$ cat src/rtl/axi_aw_arbiter_pkg.sv
// Package: axi_aw_arbiter_pkg
// Shared types and helpers for the AW-channel arbiter.
//   state_e   : arbiter FSM states (IDLE = free selection, LOCKED = winner held)
//   QOS_W     : width of the AXI AWQOS field
//   MAX_PORTS : upper bound on the requester count handled by the helper functions
//   bin2oh    : binary index -> one-hot vector
//   oh2bin    : one-hot vector -> binary index
package axi_aw_arbiter_pkg;

   typedef enum logic {
      IDLE   = 1'b0,
      LOCKED = 1'b1
   } state_e;

   localparam int QOS_W     = 4;
   localparam int MAX_PORTS = 32;

   function automatic logic [MAX_PORTS-1:0] bin2oh(input int bin);
      logic [MAX_PORTS-1:0] oh;
      oh      = '0;
      oh[bin] = 1'b1;
      return oh;
   endfunction

   // Highest set bit wins; callers only pass true one-hot vectors.
   function automatic int oh2bin(input logic [MAX_PORTS-1:0] oh);
      int bin;
      bin = 0;
      for (int i = 0; i < MAX_PORTS; i++) begin
         if (oh[i]) bin = i;
      end
      return bin;
   endfunction

endpackage

$ cat src/rtl/axi_aw_rr_arbiter.sv
// Module: axi_aw_rr_arbiter
// Purely combinational round-robin pick: the first requesting index at or
// after ptr_i, wrapping from N-1 back to 0.
// Ports:
//   req_i  [N]     request mask
//   ptr_i  [LOG_N] round-robin start position (always < N)
//   any_o          at least one request present
//   bin_o  [LOG_N] winner index (0 when no request)
//   oh_o   [N]     winner one-hot (all zero when no request)
module axi_aw_rr_arbiter
   import axi_aw_arbiter_pkg::*;
#(
   parameter int N     = 7,
   parameter int LOG_N = 3
) (
   input  logic [N-1:0]     req_i,
   input  logic [LOG_N-1:0] ptr_i,
   output logic             any_o,
   output logic [LOG_N-1:0] bin_o,
   output logic [N-1:0]     oh_o
);

   always_comb begin
      oh_o = '0;
      for (int k = 0; k < N; k++) begin
         // Only the first hit in rotated order is kept.
         if ((oh_o == '0) && req_i[(int'(ptr_i) + k) % N]) begin
            oh_o[(int'(ptr_i) + k) % N] = 1'b1;
         end
      end
   end

   assign any_o = |req_i;
   assign bin_o = LOG_N'(oh2bin(MAX_PORTS'(oh_o)));

endmodule

$ cat src/rtl/axi_aw_arbiter.sv
// Module: axi_aw_arbiter
// Round-robin arbiter sharing one AXI AW channel among N_TARG_PORT masters.
// Every AW handshake pushes the winner's {BIN,OH} ID into the write-data
// allocator's ID FIFO; AW is withheld while that FIFO is full.
// Once a winner is presented without a handshake it is locked so the
// outgoing payload stays stable until it is accepted (or the master
// illegally withdraws AWVALID, which simply releases the lock).
// Optional feature macro: AW_QOS_PRIO_EN -- when defined, only the valid
// masters carrying the highest AWQOS compete; round-robin applies among them.
// Ports:
//   clk, rst_n        clock, asynchronous active-low reset
//   awpayload_i/awqos_i/awvalid_i, awready_o   per-master AW channel
//   awpayload_o/awqos_o/awvalid_o, awready_i   AW channel toward the slave
//   push_ID_o, ID_o   ID FIFO push strobe and {BIN_ID, OH_ID}
//   grant_FIFO_ID_i   ID FIFO can accept an entry
module axi_aw_arbiter
   import axi_aw_arbiter_pkg::*;
#(
   parameter int N_TARG_PORT  = 7,
   parameter int LOG_N_TARG   = $clog2(N_TARG_PORT),
   parameter int AW_PAYLOAD_W = 64
) (
   input  logic                                       clk,
   input  logic                                       rst_n,
   input  logic [N_TARG_PORT-1:0][AW_PAYLOAD_W-1:0]   awpayload_i,
   input  logic [N_TARG_PORT-1:0][QOS_W-1:0]          awqos_i,
   input  logic [N_TARG_PORT-1:0]                     awvalid_i,
   output logic [N_TARG_PORT-1:0]                     awready_o,
   output logic [AW_PAYLOAD_W-1:0]                    awpayload_o,
   output logic [QOS_W-1:0]                           awqos_o,
   output logic                                       awvalid_o,
   input  logic                                       awready_i,
   output logic                                       push_ID_o,
   output logic [LOG_N_TARG+N_TARG_PORT-1:0]          ID_o,
   input  logic                                       grant_FIFO_ID_i
);

   state_e                  state_q, state_d;
   logic [LOG_N_TARG-1:0]   rr_ptr_q, rr_ptr_d;
   logic [LOG_N_TARG-1:0]   sel_q, sel_d;

   logic                    rr_any;
   logic [LOG_N_TARG-1:0]   rr_bin;
   logic [N_TARG_PORT-1:0]  rr_oh;

   logic                    win_any;
   logic [LOG_N_TARG-1:0]   win_bin;
   logic [N_TARG_PORT-1:0]  win_oh;

   logic [LOG_N_TARG-1:0]   sel;
   logic [N_TARG_PORT-1:0]  sel_oh;
   logic                    active;
   logic                    hs;

   axi_aw_rr_arbiter #(
      .N     (N_TARG_PORT),
      .LOG_N (LOG_N_TARG)
   ) u_rr_all (
      .req_i (awvalid_i),
      .ptr_i (rr_ptr_q),
      .any_o (rr_any),
      .bin_o (rr_bin),
      .oh_o  (rr_oh)
   );

`ifdef AW_QOS_PRIO_EN
   logic [QOS_W-1:0]        max_qos;
   logic [N_TARG_PORT-1:0]  qos_mask;
   logic                    mq_any;
   logic [LOG_N_TARG-1:0]   mq_bin;
   logic [N_TARG_PORT-1:0]  mq_oh;

   // Highest AWQOS among valid masters, then keep only masters at that level.
   always_comb begin
      max_qos = '0;
      for (int i = 0; i < N_TARG_PORT; i++) begin
         if (awvalid_i[i] && (awqos_i[i] > max_qos)) max_qos = awqos_i[i];
      end
      qos_mask = '0;
      for (int i = 0; i < N_TARG_PORT; i++) begin
         qos_mask[i] = awvalid_i[i] && (awqos_i[i] == max_qos);
      end
   end

   axi_aw_rr_arbiter #(
      .N     (N_TARG_PORT),
      .LOG_N (LOG_N_TARG)
   ) u_rr_qos (
      .req_i (qos_mask),
      .ptr_i (rr_ptr_q),
      .any_o (mq_any),
      .bin_o (mq_bin),
      .oh_o  (mq_oh)
   );

   // The masked set is non-empty whenever any master is valid.
   assign win_any = rr_any;
   assign win_bin = mq_any ? mq_bin : rr_bin;
   assign win_oh  = mq_any ? mq_oh  : rr_oh;
`else
   assign win_any = rr_any;
   assign win_bin = rr_bin;
   assign win_oh  = rr_oh;
`endif

   // Output path: purely combinational from the current selection.
   assign sel    = (state_q == LOCKED) ? sel_q : win_bin;
   assign sel_oh = (state_q == LOCKED) ? N_TARG_PORT'(bin2oh(int'(sel_q))) : win_oh;

   // Nothing is driven while in reset or with no selection to present.
   assign active = rst_n & ((state_q == LOCKED) | win_any);

   assign awvalid_o   = active & awvalid_i[sel] & grant_FIFO_ID_i;
   assign awready_o   = active ? (sel_oh & {N_TARG_PORT{awready_i & grant_FIFO_ID_i}}) : '0;
   assign hs          = awvalid_o & awready_i;
   assign push_ID_o   = hs;
   assign ID_o        = active ? {sel, sel_oh} : '0;
   assign awpayload_o = active ? awpayload_i[sel] : '0;
   assign awqos_o     = active ? awqos_i[sel] : '0;

   always_comb begin
      state_d  = state_q;
      sel_d    = sel_q;
      rr_ptr_d = rr_ptr_q;

      if (hs) begin
         rr_ptr_d = (sel == LOG_N_TARG'(N_TARG_PORT - 1)) ? '0 : sel + 1'b1;
      end

      case (state_q)
         IDLE: begin
            if (!hs && win_any) begin
               state_d = LOCKED;
               sel_d   = win_bin;
            end
         end
         LOCKED: begin
            // A withdrawn AWVALID is a protocol violation; release rather than hang.
            if (hs || !awvalid_i[sel_q]) state_d = IDLE;
         end
         default: state_d = IDLE;
      endcase
   end

   always_ff @(posedge clk or negedge rst_n) begin
      if (!rst_n) begin
         state_q  <= IDLE;
         rr_ptr_q <= '0;
         sel_q    <= '0;
      end else begin
         state_q  <= state_d;
         rr_ptr_q <= rr_ptr_d;
         sel_q    <= sel_d;
      end
   end

endmodule
$ cat config.mk
export PLATFORM = sky130hd
export DESIGN_NAME = axi_aw_arbiter
export DESIGN_NICKNAME = d
export VERILOG_FILES = /design/src/rtl/axi_aw_arbiter_pkg.sv /design/src/rtl/axi_aw_rr_arbiter.sv /design/src/rtl/axi_aw_arbiter.sv
export SDC_FILE = /design/constraint.sdc
export NUM_CORES = 1
export LEC_CHECK = 0
export CORE_AREA = 2 2 226 228
export DETAILED_ROUTE_END_ITERATION = 6
export DIE_AREA = 0 0 228 230
export PLACE_DENSITY = 0.44
export SLEW_MARGIN = 20
export SYNTH_ARGS = -nofsm -noshare
export SYNTH_HDL_FRONTEND = slang
export SYNTH_SLANG_ARGS = --single-unit
export TNS_END_PERCENT = 30
$ cat constraint.sdc
create_clock -name clk -period 9.5 [get_ports clk]
set_input_delay 1.9 -clock clk [delete_from_list [all_inputs] [get_ports clk]]
set_output_delay 1.9 -clock clk [all_outputs]
set_load 0.01 [all_outputs]
# [Word level (Yosys, flattened, before mapping)]
# Index checks and enable logic that the tools add are counted.
[word_totals] input_bits=487 output_inout_bits=87 ff_bits=7
[classes] n_div=7 mux=68 eq_ne=1 magnitude_cmp=18 bitwise=14 reduce_logical=26 addsub=7
[ops] op=">= comparator 32 x 1 -> 1 bit (second input constant)" n=7
[ops] op="< comparator 32 x 5 -> 1 bit (second input constant)" n=7
[ops] op="binary-select mux 64 bit (select 3 bit)" n=1
[ops] op="remainder unit 32 x 4 -> 32 bit (second input constant)" n=6
[ops] op="2-to-1 mux 64 bit" n=2
[ops] op="2-to-1 mux 7 bit" n=9
[ops] op="logical NOT 7 bit" n=6
[ops] op="bitwise OR 7 bit" n=6
[ops] op="remainder unit 4 x 4 -> 32 bit (second input constant)" n=1
[ops] op="binary-select mux 1 bit (select 3 bit)" n=9
[ops] op="2-to-1 mux 1 bit" n=27
[ops] op="demux 1 bit (select 3 bit)" n=8
[ops] op="logical AND 1 bit" n=15
[ops] op="2-to-1 mux 3 bit" n=5
[ops] op="adder 3 x 3 -> 4 bit (second input constant)" n=3
[ops] op="binary-select mux 4 bit (select 3 bit)" n=1
[ops] op="2-to-1 mux 10 bit" n=1
[ops] op="adder 3 x 2 -> 4 bit (second input constant)" n=2
[ops] op="< comparator 3 x 4 -> 1 bit (second input constant)" n=2
[ops] op="2-to-1 mux 4 bit" n=2
[ops] op="bitwise AND 7 bit" n=1
[ops] op="OR reduction 7 bit" n=1
[ops] op="< comparator 3 x 6 -> 1 bit (second input constant)" n=1
[ops] op="bitwise AND 1 bit" n=5
[ops] op="other kinds (11)" n=13

# [Logic depth before layout (Yosys ltp)]
# Gate-level depths: netlist of the first run.
[logic_depth] ltp_word=40 depth_mapped=34 ltp_nobuf=26

# [By module]
# From an unflattened synthesis of the first run, not the netlist that was laid out.
[unflattened] cells_unflattened=1100 area_unflattened_um2=7813.7
[by_module_without_submodules] mod="axi_aw_arbiter" area_each_um2=4571.9 cells_each=642 n_inst=1 seq_area_each_um2=175.2
[by_module_without_submodules] mod="axi_aw_rr_arbiter" area_each_um2=3241.9 cells_each=458 n_inst=1 seq_area_each_um2=0.0

# [Worst setup path before layout of the first run]
# No wires, ideal clock.
[synth_timing] kind="register to output" startpoint="reg rr_ptr_q[0]" endpoint="out awpayload_o[56]" setup_slack_ns=0.393 arrival_ns=7.207 stages_incl_launch_ff=33 t_required_ns=7.600 path_cell_list="dfrtp_1 > buf_2 > buf_2 > inv_2 > buf_2 > ha_1 > buf_2 > xor2_1 > inv_2 > ha_1 > ha_1 > clkbuf_1 > a211o_1 > nand2_1 > ha_1 > nand2_1 > and3_1 > o211ai_1 > o31a_1 > mux4_2 > o211a_1 > nand3_1 > a21o_1 > o211ai_2 > o211a_1 > or4_4 > o311ai_2 > mux2i_1 > nor2_1 > buf_2 > clkbuf_1 > a221oi_1 > a311oi_1"
[synth_between] elab_chain_cells=34 word_cells_on_any_way=104 classes_between="add/sub (6); div (7); order compare (14); mux (52); bitwise (6); reduce/logical (19)"
[synth_rtl] item="start: declaration" line_no="axi_aw_arbiter.sv:39" text="logic [LOG_N_TARG-1:0] rr_ptr_q, rr_ptr_d;"
[synth_rtl] item="start signal: assignment" line_no="axi_aw_arbiter.sv:152" text="rr_ptr_q <= rr_ptr_d;"
[synth_rtl] item="parallel branches: the longest is 23 deep, another holds remainder unit 32 x 4 -> 32 bit"
[synth_rtl] item="2-to-1 mux 7 bit (*)" line_no="axi_aw_rr_arbiter.sv:27" text="if ((oh_o == '0) && req_i[(int'(ptr_i) + k) % N]) begin"
[synth_rtl] item="2-to-1 mux 1 bit" line_no="axi_aw_arbiter_pkg.sv:30" text="if (oh[i]) bin = i;"
[synth_rtl] item="2-to-1 mux 2 bit (2 in a row)" line_no="axi_aw_arbiter_pkg.sv:30"
[synth_rtl] item="2-to-1 mux 3 bit (2 in a row)" line_no="axi_aw_arbiter_pkg.sv:30"
[synth_rtl] item="2-to-1 mux 3 bit (*)" line_no="axi_aw_arbiter_pkg.sv:30"
[synth_rtl] item="2-to-1 mux 3 bit (*)" line_no="axi_aw_arbiter.sv:107" text="assign sel = (state_q == LOCKED) ? sel_q : win_bin;"
[synth_rtl] item="binary-select mux 64 bit (select 3 bit) (*)" line_no="axi_aw_arbiter.sv:118" text="assign awpayload_o = active ? awpayload_i[sel] : '0;"
[synth_rtl] item="2-to-1 mux 64 bit (implied by the code) (*)" line_no="axi_aw_arbiter.sv:118"
[synth_rtl] item="2-to-1 mux 64 bit (*)" line_no="axi_aw_arbiter.sv:118"
[synth_rtl] item="end: declaration" line_no="axi_aw_arbiter.sv:29" text="output logic [AW_PAYLOAD_W-1:0] awpayload_o,"
# Mark *: on every way between the ends. The select of a mux whose other input is x is not followed.

# [Final worst setup path of the first run]
[layout_timing] startpoint="in awvalid_i[4]" endpoint="out awpayload_o[21]"
[layout_between] elab_chain_cells=32 word_cells_on_any_way=59 classes_between="mux (38); bitwise (8); reduce/logical (13)"
[layout_rtl] item="start: declaration" line_no="axi_aw_arbiter.sv:27" text="input logic [N_TARG_PORT-1:0] awvalid_i,"
[layout_rtl] item="binary-select mux 1 bit (select 3 bit)" line_no="axi_aw_rr_arbiter.sv:27"
[layout_rtl] item="2-to-1 mux 1 bit (implied by the code) (2 in a row)" line_no="axi_aw_rr_arbiter.sv:27"
[layout_rtl] item="2-to-1 mux 7 bit" line_no="axi_aw_rr_arbiter.sv:27"
[layout_rtl] item="logical NOT 7 bit" line_no="axi_aw_rr_arbiter.sv:27"
[layout_rtl] item="logical AND 1 bit" line_no="axi_aw_rr_arbiter.sv:27"
[layout_rtl] item="2-to-1 mux 7 bit" line_no="axi_aw_rr_arbiter.sv:27"
[layout_rtl] item="logical NOT 7 bit" line_no="axi_aw_rr_arbiter.sv:27"
[layout_rtl] item="logical AND 1 bit" line_no="axi_aw_rr_arbiter.sv:27"
[layout_rtl] item="[12 not listed]"
[layout_rtl] item="2-to-1 mux 7 bit" line_no="axi_aw_rr_arbiter.sv:27"
[layout_rtl] item="2-to-1 mux 1 bit" line_no="axi_aw_arbiter_pkg.sv:30"
[layout_rtl] item="2-to-1 mux 2 bit (2 in a row)" line_no="axi_aw_arbiter_pkg.sv:30"
[layout_rtl] item="2-to-1 mux 3 bit (3 in a row)" line_no="axi_aw_arbiter_pkg.sv:30"
[layout_rtl] item="2-to-1 mux 3 bit" line_no="axi_aw_arbiter.sv:107"
[layout_rtl] item="binary-select mux 64 bit (select 3 bit)" line_no="axi_aw_arbiter.sv:118"
[layout_rtl] item="2-to-1 mux 64 bit (implied by the code)" line_no="axi_aw_arbiter.sv:118"
[layout_rtl] item="2-to-1 mux 64 bit (*)" line_no="axi_aw_arbiter.sv:118"
# Mark *: on every way between the ends. The rest lies on a longest branch, timed or not. The select of a mux whose other input is x is not followed.

==> summary.md, run 1 <==
| Metric | Value |
|---|---|
| Mapped Cells | 1170 |
| Critical path class | in2out |
| Rel. slew slack | 0.259 |
| Worst hold endpoint | sel_q[2] |
| Placed Instances | 2472 |
| Min-delay src | sel_q[2] |
| CP Max Fanout | 24 |
| #FFs+latches synth | 7 |
| CP Launch Type | input port |
| Tmin final | 9.53 ns |
| Largest stage delay, worst path | 0.56 ns |
| Fillers | 5311 |
| Width of the die | 228 um |
| Register area share after synthesis | 0.0200 |
| CTS tree | yes |
| R2r endpoint | sel_q[2] |
| Share of flip-flops with an asynchronous set or reset | 1.00 |
| First-pass GRT wire length | 94.4 mm |
| M3 GR Usage | 0.0645 |
| Reg-to-reg slack, setup | 2.29 ns |
| Largest family of logic cells by synthesized area | compound AO/OA/AOI/OAI gates |
| Grt total ovfl | 0 |
| Root buf cell | clkbuf_16 |
| CP max-delay cell | or4_4 |
| EDFF count, synth | 0 |
| CP top delay family | buffers and inverters |
| Initial antenna violation count | 33 |
| DRT Wirelength | 68.2 mm |
| Mapped Avg Cell Area | 7.49 sq um |
| Final Cell Area | 0.0173 sq mm |
| Met1 usage | 0.313 |
| Post-layout nets | 2339 |
| Gr usage total | 0.243 |
| DRC viols | 0 |
| Clk_skew | 0.00146 ns |
| WP data required | 7.60 ns |
| Clock transition at path regs | 0.04 ns |
| Final HPWL DP | 57.9 mm |
| Most Crowded Layer GR | met2 |
| Top FF cell, synth | dfrtp_1 |
| RSZ-0062 raised after global routing | yes |
| Finished Layout Cells | 2502 |
| Area of placed instances | 0.0164 sq mm |
| Most frequent cells in the layout | 504 x clkdlybuf4s50_1, 207 x mux2_2, 195 x nand2_1 |
| Commonest non-fill, non-tap cell in the layout | clkdlybuf4s50_1 |
| Post-Syn Nets | 1686 |
| Skew-Pair Late Insertion Delay | 0.23 ns |
| Compound-cell area share of the yosys netlist | 0.321 |
| Top Ports | 574 |
| Core box area | 0.0499 sq mm |
| Final setup vio count | 1 |
| Max-Cap Viols | 0 |
| Port Buffer Count | 573 |
| Cell Area, Synth | 0.00876 sq mm |
| Largest net degree at the start of global routing | 81 |
| Routability cong. | 0.968 |
| Most frequent CP cell | buf_4 |
| Mux contribution to synthesized area | 0.315 |
| Peak Freq | 105 MHz |
| Via/cell ratio | 5.10 |
| Total CTS buffers | 3 |
| Final Hold Viols | 0 |
| Layout cells sized above 1 | 0.277 |
| Simple-Gate Fraction of Synth Area | 0.214 |
| Setup slack after layout | -0.0314 ns |
| Worst Tran Pin Value | 1.11 ns |
| Failing checks | negative setup slack |
| Area of the die | 0.0524 sq mm |
| Fin crit share | 1.00 |
| Worst r2r path cells | 30 |
| Row Count | 82 |
| Vias in the first global route | 12800 |
| Hold crit path type | reg2reg |
| Chip Height | 230 um |
| Clk buf depth | 2 |
| CP Cell Sequence | clkdlybuf4s50_1 -> buf_4 -> a22o_1 -> o211ai_2 -> buf_4 -> and3_1 -> o211a_2 -> nor4_4 -> buf_4 -> a211oi_4 -> o211ai_1 -> and4_1 -> or4_4 -> o311ai_4 -> buf_4 -> mux2_8 -> buf_12 -> mux2_2 -> nand2_1 -> a311oi_4 -> buf_4 -> clkdlybuf4s50_1 |
| Slew Viols, Final | 0 |
| Worst EP arrival | 7.63 ns |
| Met2 Resource Use GR | 0.414 |
| Critical Path End Type | output port |
| R2R Path Start | rr_ptr_q[0] |
| First-pass iteration count of the detailed router | 5 |
| Area Growth Syn to Fin | 97.8% |
| Clock Sinks | 7 |
| Synth Area in XOR/XNOR | 0.0219 |
| WHS Path Cells | 2 |
| Final ANT Viol Nets | 0 |
| H-tree lvl count | 1 |
| Yosys warnings | 0 |
| Routed vias | 12800 |
| Status | complete, but fails checks |
| Initial drt markers | 959 |
| Synth Area in Adders | 0.0423 |
| Initial Utilization | 0.176 |
| Post-synth cell types | 93 |
| DR WL/cell | 27.2 um |
| Crit path buffers/inverters | 8 |
metal layers:
metal / vias to the layer above / share of wire
met1: 6224 / 0.43
met5: - / 0.0034
met2: 485 / 0.47
met4: 36 / 0.018
li1: 5923 / -
met3: 94 / 0.075
cells in the mapped netlist (all sizes together), types with 6 or more instances:
cell type	count	area (sq um)
a41oi	6	60.1
clkbuf	73	274
and2	10	62.6
a21o	10	75.1
ha	28	350
a221oi	69	604
mux2i	28	284
o21ai	26	130
nor3	23	120
o22ai	8	50.1
a21oi	31	159
mux2	210	2360
o31ai	8	70.1
nor2b	7	43.8
a31oi	12	81.3
or3	7	43.8
a311oi	72	631
a211oi	10	87.6
o311ai	8	85.1
xnor2	16	148
dfrtp	7	175
nor4	9	71.3
a211o	7	61.3
nor2	52	198
o21a	8	60.1
nand3	21	105
buf	38	205
nor3b	7	52.6
nor4b	6	67.6
and3	9	56.3
inv	26	97.6
o211ai	11	108
nand2b	15	101
nand2	195	732
area by class of cell:
cell class              instances  area (sq um)  area share
repair buffers                759          7600       0.439
diodes                          8          20.0     0.00116
well taps                     672           841      0.0485
multi-input cells            1026          8500       0.491
flip-flops and latches          7           179      0.0103
clock buffers                   4          78.8     0.00455
inverters                      26           100     0.00578
tightest hold or removal path, stage by stage, from the launching register on:
cell	delay, ns
dfrtp_1	0.47
o22ai_1	0.20
nor4_1	0.08
cells by family after synthesis:
family,Yosys count
compound gates,344
simple gates,389
mux,243
buf+inv,137
fa+ha+maj,29
flops,7
xor+xnor,21
stage by stage:
| step | hold WS (ns) | utilization | setup WS (ns) | TNS [ns] |
|---|---|---|---|---|
| after floorplan | 0.742 | - | 0.393 | 0 |
| after global placement | 0.777 | 0.329 | -0.547 | -15.48 |
| after detailed placement | 0.788 | 0.329 | -0.500 | -10.0 |
| after CTS | 0.794 | 0.335 | -0.00634 | -0.00727 |
| after global routing | 0.848 | 0.347 | -0.173 | -0.420 |
| final | 0.805 | 0.347 | -0.0314 | -0.0314 |
flip-flops by register name (all words and copies together) (netlist names):
register / count
sel_q: 3
state_q: 1
rr_ptr_q: 3
worst max path at each step:
stage | start | to | cells past startpoint | slack, ns
floorplan | rr_ptr_q[0] | awpayload_o[56] | 32 | 0.39
global placement | awvalid_i[6] | awpayload_o[21] | 24 | -0.55
detailed placement | awvalid_i[6] | awpayload_o[21] | 25 | -0.50
CTS | awvalid_i[3] | awpayload_o[15] | 24 | -0.006
global route | awvalid_i[6] | awpayload_o[21] | 24 | -0.17
finish | awvalid_i[4] | awpayload_o[21] | 22 | -0.03
repair_timing:
item,4_1_cts,5_1_grt
setup buffers,4,11
hold endpoints to repair,0,0
pin swaps,7,22
cloned,1,2
gates resized for setup,26,133
setup endpoints to repair,69,75
hold buffers,0,0
Power of run 1 is not shown: default switching activity piles up to over one toggle a cycle in this logic, so the estimate is an artifact.
==> run 2, diff against run 1 <==
ABC_CLOCK_PERIOD_IN_PS = 9500   (was default)
==> results of run 2 <==
Same layout as run 1: the final DEF is identical, and so are final timing and power.
Power of run 2 is left out for the same reason.
